===== config.mk =====
export PLATFORM = sky130hd
export DESIGN_NAME = dff_pipe
export DESIGN_NICKNAME = d
export VERILOG_FILES = /design/src/rtl/dff_pkg.sv /design/src/rtl/dff_pipe_stage.sv /design/src/rtl/dff_pipe.sv
export SDC_FILE = /design/constraint.sdc
export NUM_CORES = 1
export LEC_CHECK = 0
export CAP_MARGIN = 15
export CORE_ASPECT_RATIO = 2
export CORE_MARGIN = 5
export CORE_UTILIZATION = 40
export DETAILED_ROUTE_END_ITERATION = 6
export GPL_ROUTABILITY_DRIVEN = 0
export PLACE_DENSITY = 0.66
export SLEW_MARGIN = 0
export SYNTH_ARGS = -nofsm -noshare
export SYNTH_HDL_FRONTEND = slang
export SYNTH_SLANG_ARGS = --single-unit

===== constraint.sdc =====
create_clock -name clk -period 1.6 [get_ports clk]
set_clock_uncertainty 0.1 [all_clocks]
set_input_delay 0.32 -clock clk [delete_from_list [all_inputs] [get_ports clk]]
set_output_delay 0.32 -clock clk [all_outputs]
set_load 0.005 [all_outputs]

===== src/rtl/dff_pkg.sv =====
// Shared constants and types for the elastic register pipeline and its bench.
package dff_pkg;

    localparam int DFF_WIDTH = 8;
    localparam int DFF_DEPTH = 3;

    // Width of a counter able to hold 0..depth inclusive.
    function automatic int occ_w(input int depth);
        return $clog2(depth + 1);
    endfunction

    typedef struct packed {
        logic                 valid;
        logic [DFF_WIDTH-1:0] data;
    } dff_hs_t;

endpackage


===== src/rtl/dff_pipe_stage.sv =====
// One elastic stage: a valid bit plus data register that loads whenever it is
// empty or its downstream neighbour is taking its current beat.
module dff_pipe_stage #(
    parameter int               WIDTH     = 8,
    parameter logic [WIDTH-1:0] RESET_VAL = '0
) (
    input  logic             clk,
    input  logic             rst,
    input  logic             flush,
    input  logic             up_valid_i,
    input  logic [WIDTH-1:0] up_data_i,
    input  logic             down_ready_i,
    output logic             ready_o,
    output logic             valid_o,
    output logic [WIDTH-1:0] data_o
);

    logic             valid_q;
    logic             valid_d;
    logic [WIDTH-1:0] data_q;
    logic [WIDTH-1:0] data_d;

    // An empty stage accepts even while downstream stalls, which collapses bubbles.
    assign ready_o = !valid_q || down_ready_i;

    always_comb begin
        valid_d = valid_q;
        data_d  = data_q;
        if (flush) begin
            valid_d = 1'b0;
        end else if (ready_o) begin
            valid_d = up_valid_i;
            if (up_valid_i) begin
                data_d = up_data_i;
            end
        end
    end

    always_ff @(posedge clk) begin
        if (rst) begin
            valid_q <= 1'b0;
            data_q  <= RESET_VAL;
        end else begin
            valid_q <= valid_d;
            data_q  <= data_d;
        end
    end

    assign valid_o = valid_q;
    assign data_o  = data_q;

endmodule


===== src/rtl/dff_pipe.sv =====
// Elastic register pipeline: DEPTH cascaded stages with valid/ready on both
// sides, synchronous flush and a live count of occupied stages.
module dff_pipe
    import dff_pkg::*;
#(
    parameter int               WIDTH     = DFF_WIDTH,
    parameter int               DEPTH     = DFF_DEPTH,
    parameter logic [WIDTH-1:0] RESET_VAL = '0
) (
    input  logic                      clk,
    input  logic                      rst,
    input  logic                      flush,
    input  logic                      in_valid,
    output logic                      in_ready,
    input  logic [WIDTH-1:0]          din,
    output logic                      out_valid,
    input  logic                      out_ready,
    output logic [WIDTH-1:0]          dout,
    output logic [occ_w(DEPTH)-1:0]   occupancy
);

    localparam int OCC_W = occ_w(DEPTH);

    logic [DEPTH:0]   ready_w;
    logic [DEPTH-1:0] valid_w;
    logic [WIDTH-1:0] data_w [DEPTH];
    logic             accept_w;
    logic [OCC_W-1:0] occ_sum;

    // The ready chain ripples combinationally from the consumer back to the producer.
    assign ready_w[DEPTH] = out_ready;
    assign in_ready       = ready_w[0] && !flush;
    assign accept_w       = in_valid && in_ready;

    genvar gi;
    generate
        for (gi = 0; gi < DEPTH; gi++) begin : g_stage
            logic             up_valid;
            logic [WIDTH-1:0] up_data;

            if (gi == 0) begin : g_head
                assign up_valid = accept_w;
                assign up_data  = din;
            end else begin : g_body
                assign up_valid = valid_w[gi-1];
                assign up_data  = data_w[gi-1];
            end

            dff_pipe_stage #(
                .WIDTH     (WIDTH),
                .RESET_VAL (RESET_VAL)
            ) u_stage (
                .clk          (clk),
                .rst          (rst),
                .flush        (flush),
                .up_valid_i   (up_valid),
                .up_data_i    (up_data),
                .down_ready_i (ready_w[gi+1]),
                .ready_o      (ready_w[gi]),
                .valid_o      (valid_w[gi]),
                .data_o       (data_w[gi])
            );
        end
    endgenerate

    always_comb begin
        occ_sum = '0;
        for (int i = 0; i < DEPTH; i++) begin
            occ_sum = occ_sum + OCC_W'(valid_w[i]);
        end
    end

    assign occupancy = occ_sum;
    assign out_valid = valid_w[DEPTH-1];
    assign dout      = data_w[DEPTH-1];

endmodule


**After elaboration in Yosys (flattened, before gate mapping)**

Index checks and enable logic that the tools add are counted.

- $add $sub $neg: 2
- Bitwise operators: 1
- Reductions and logical operators: 13

Operators by type and width:

| cell | number |
|---|---|
| $reduce_and A3 Y1 | 3 |
| $logic_not A1 Y1 | 4 |
| $logic_or A1 B1 Y1 | 3 |
| $add A1 B1 Y2 | 1 |
| $add A2 B1 Y2 | 1 |
| $logic_and A1 B1 Y1 | 2 |
| $reduce_or A2 Y1 | 1 |
| $not A1 Y1 | 1 |

- Register bits: 27
- Input bits: 13
- Output and inout bits: 12
- Logic and storage cells: 22

**Depth between registers and ports, before layout**

- Word-level depth: 7
- Depth in mapped cells: 5
- Mapped depth without buffers: 3

**Hierarchy**

A second synthesis with hierarchy kept.

- Cell total of the unflattened synthesis: 123
- Area total of the unflattened synthesis: 1277.5 sq um

Modules (own cells, without submodules):

| module | instances | cells each | area each (sq um) | sequential area each (sq um) |
|---|---|---|---|---|
| dff_pipe_stage | 3 | 40 | 414.1 | 180.2 |
| dff_pipe | 1 | 3 | 35.0 | 0.0 |

**Worst setup path before layout**

OpenSTA, ideal clock, no wires.

- Path type: register -> register
- Start point: register g_stage[2].u_stage.valid_q
- End point: register g_stage[0].u_stage.data_q[0]
- Arrival: 1.229 ns
- Data required time: 1.428 ns
- Setup slack: 0.199 ns
- Cell stages (with the launch flop): 4
- Path buffers: 0
- Clock period less this slack: 1.401 ns
- Path through: dfxtp_1 nor2b_4 a311oi_4 mux2i_1

- Longest elaborated chain between the ends: 7

Ends and longest elaborated chain:

| item | RTL line | source |
|---|---|---|
| from (decl) | dff_pipe_stage.sv:18 | `logic valid_q;` |
| from (signal assigned) | dff_pipe_stage.sv:44 | `valid_q <= valid_d;` |
| $logic_not A1 Y1 (*) | dff_pipe_stage.sv:24 | `assign ready_o = !valid_q \|\| down_ready_i;` |
| $logic_or A1 B1 Y1 (*) (3 in series) | dff_pipe_stage.sv:24 |  |
| $logic_and A1 B1 Y1 | dff_pipe.sv:32 | `assign in_ready = ready_w[0] && !flush;` |
| $logic_and A1 B1 Y1 | dff_pipe.sv:33 | `assign accept_w = in_valid && in_ready;` |
| $reduce_and A3 Y1 (no line) (*) | - |  |
| to (signal assigned) | dff_pipe_stage.sv:45 | `data_q <= data_d;` |
| to (decl) | dff_pipe_stage.sv:20 | `logic [WIDTH-1:0] data_q;` |

Mark *: on every way between the ends. The rest lies on a longest branch, timed or not.
A chain may end at the register's enable or synchronous reset.

**Final worst setup path**

- Start point: register g_stage[1].u_stage.valid_q
- End point: output port occupancy[0]

- Longest elaborated chain between the ends: 2

Ends and longest elaborated chain:

| item | RTL line | source |
|---|---|---|
| from (decl) | dff_pipe_stage.sv:18 |  |
| from (signal assigned) | dff_pipe_stage.sv:44 |  |
| $add A1 B1 Y2 | dff_pipe.sv:69 | `occ_sum = occ_sum + OCC_W'(valid_w[i]);` |
| $add A2 B1 Y2 | dff_pipe.sv:69 |  |
| to (decl) | dff_pipe.sv:19 | `output logic [occ_w(DEPTH)-1:0] occupancy` |

Every way passes these cells.

==> parameters.txt <==
Parameter                              Value

Outcome
  Outcome ... finished with violations
  Failing checks ... setup timing

STA
  Hold Violations, Final ... 0
  Transition time at the pin with the least slew margin ... 0.290 ns
  Worst hold margin ... 0.372 ns
  Fin. max-slew vios ... 0
  Final worst-path setup slack ... -0.0569 ns
  Minimum clock period after layout ... 1.66 ns
  Unrepaired setup endpoints after global routing ... true
  Setup Viol. Count Final ... 1
  Max Clk Rate ... 604 MHz
  Worst max-slew margin expressed relative to the limit ... 80.8%
  Period utilization ... 104%

Placed design
  DP HPWL ... 1680 µm
  Number of buffers added on ports ... 24
  Post-place setup slack ... -0.394 ns
  Standard cell area after detailed placement ... 1470 µm²
  Instance count after placement with tap cells included ... 168

Setup path
  Kind of cell adding the most delay to the critical path ... adder cells
  Worst Path Required ... 1.18 ns
  Worst Setup Path Type ... reg -> out
  Worst r2r src ... g_stage[2].u_stage.valid_o
  Largest driver fanout on the critical path ... 2
  Critical path buffers and inverters ... 1
  Register-to-register path setup slack ... 0.09 ns
  Cells along the critical path ... fa_1 > buf_2
  Critical Path Max Stage Delay ... 0.52 ns
  Crit-path slowest cell ... fa_1
  Worst EP arrival ... 1.24 ns
  Endpoint class of the critical path ... primary output
  Destination of the worst register-to-register timing path ... g_stage[1].u_stage.data_o[7]
  Worst R2R Path Depth ... 5
  Startpoint types ... flop

Die
  Count of standard-cell rows ... 27
  Initial Utilization ... 41.3%
  Height of the chip ... 85.6 µm
  Number of primary I/O pins ... 25
  Core box area ... 2770 µm²
  Die Area ... 4090 µm²
  X dimension of the die ... 47.8 µm

CTS
  CTS root buf ... clkbuf_8
  Largest buffer count on any clock path ... 2
  Count of clock tree sinks ... 27
  Number of H-tree branching levels ... 1
  CTS tree ... done
  TritonCTS Buffers ... 3
  Clk slew on worst S/H paths ... 0.09 ns
  Worst-Skew Late Latency ... 0.27 ns

Routing
  Detailed-routed wire length on met2 ... 1180 µm
  Number of vias in the routed layout ... 876
  Average via count per standard cell ... 5.01
  DRC errors left ... 0
  Met3 wire length ... 118 µm
  DRT Pass-1 Iters ... 4
  Final Routed Wirelength ... 2240 µm
  Total routed wire length on the met1 layer ... 847 µm
  DRT iter0 DRCs ... 10
  Antenna viol nets, final ... 0
  Average wire length per cell after detail routing ... 12.8 µm
  Uppermost layer routed ... met4

Layout
  Ratio of cells with drive above 1 in the final layout ... 15.1%
  Number of diodes added for antenna fixing ... 0
  Final Non-Filler Cells ... 175
  Area added between synthesis and finish ... 33.5%
  Net count, final ... 161
  Fin area ... 1530 µm²

Logic synthesis
  Mapped Avg Cell Area ... 9.86 µm²
  Synth area leaders ... dfxtp_1 47%, mux2i_1 14%, nand2b_1 14%, a21oi_1 3.9%, nand3_1 3.5%
  Post-synth EDFFs ... 0
  Top cell types by occurrence after synthesis ... 27 x dfxtp_1, 25 x nand2b_1, 16 x mux2i_1
  Total nets after synthesis ... 130
  Number of synthesized register bits ... 27
  Yosys synthesis warning count ... 0
  Netlist Area Pre-Place ... 1140 µm²
  Post-synth top area cell ... dfxtp_1
  Count of distinct cell types in the synthesized netlist ... 18
  Most common cell in the netlist ... dfxtp_1
  Async SR Flop Fraction ... 0%
  Synth Instances ... 116
  Dominant register cell in the synthesized netlist ... dfxtp_1
  Proportion of synthesized chip area in sequential cells ... 47.3%
  Area share of the largest cell type after synthesis ... 47.3%

Global route
  Initial antenna violation count ... 0
  Grt ovf ... 0
  Number of global-route vias before repair ... 845
  Wire length of the first global-routing pass ... 3710 µm
  Global-route total usage across every layer ... 12.4%
  Largest net degree at the start of global routing ... 36

Worst hold path
  Number of cells on the worst hold path ... 2
  Min-Delay Endpoint ... g_stage[2].u_stage.data_o[5]
  Start point of the worst min-delay path ... g_stage[1].u_stage.data_o[5]
  Hold Crit Class ... reg -> reg

Pwr
  Maximum resistive drop on vdd ... 674 µV
  Cell area power density ... 777 nW/µm²
  Post-layout power ... 1.19 mW
  Static leakage ... 0.607 nW

Run
  Number of maximum-capacitance violations ... 0
==> flip-flops by register name, indices dropped and copies added (netlist names) <==
register	cells
g_stage.u_stage.valid_o	3
g_stage.u_stage.data_o	24
==> routing by layer <==
layer	GRT usage, %	up-vias
li1	-	454
met1	14.0	392
met2	19.7	23
met5	0	-
met3	1.89	7
met4	8.58	0
==> worst max path at each step <==
stage / depth (start not counted) / start / slack (ns) / endpoint
after floorplan: 3 / g_stage[2].u_stage.valid_o / 0.20 / g_stage[0].u_stage.data_o[0]
after global placement: 4 / out_ready / -0.39 / in_ready
after detailed placement: 4 / out_ready / -0.39 / in_ready
after CTS: 2 / g_stage[1].u_stage.valid_o / -0.07 / occupancy[0]
after global routing: 2 / g_stage[1].u_stage.valid_o / -0.1 / occupancy[0]
final: 2 / g_stage[1].u_stage.valid_o / -0.06 / occupancy[0]
==> cells by family after synthesis <==
logic type,after synthesis,synth area share (%)
AND/OR/NAND/NOR,40,21.2
buffers and inverters,11,4.16
adder cells (fa/ha/maj),1,1.75
flip-flops,27,47.3
AO/OA/AOI/OAI,21,11.6
multiplexers,16,14.0
==> through the flow <==
step,utilization [%],TNS [ns]
detailed placement,52.9,-6.98
finish,55.1,-0.0569
global placement,52.9,-6.38
global route,55.1,-0.125
CTS,54.7,-0.0662
floorplan,-,0
==> final cells by class <==
| class | count | area, µm² |
|---|---|---|
| clock buffer | 4 | 45.0 |
| tap | 29 | 36.3 |
| inverter | 2 | 7.51 |
| timing repair buffer | 35 | 338 |
| sequential | 27 | 543 |
| multi-input combinational | 78 | 557 |
| fill | 265 | 1240 |
==> cells in the final DEF (no fill, tap or decap), drive strengths merged <==
master         synthesis  layout
a211o                  1       1
a21oi                  9       9
a311oi                 1       1
a31oi                  2       2
buf                    5      14
clkbuf                 4       4
clkdlybuf4s50          0      19
dfxtp                 27      27
dlygate4sd2            0       2
fa                     1       1
inv                    2       2
mux2i                 16      16
nand2b                25      25
nand3                  8       8
nor2                   1       1
nor2b                  2       2
nor3                   3       3
o21ai                  8       8
or2b                   1       1
==> worst min-delay path: stages, from the launching register on <==
cell	delay (ns)
dfxtp_1	0.32
nand3_1	0.06
a21oi_1	0.05
==> power breakdown <==
part / switching [mW] / internal, mW / total (mW) / leakage (nW)
clock: 0.205 / 0.179 / 0.383 / 0.0228
combinational: 0.0443 / 0.0686 / 0.113 / 0.365
sequential: 0.00449 / 0.685 / 0.689 / 0.220
total: 0.253 / 0.932 / 1.19 / 0.607
==> timing repair <==
action | CTS | global route
resized for setup | 17 | 2
hold buffers | 0 | 0
pin swaps | 2 | 2
buffers inserted | 2 | 1
endpoints found under the setup margin | 20 | 15
No activity file was read; power rests on OpenSTA's default activity.
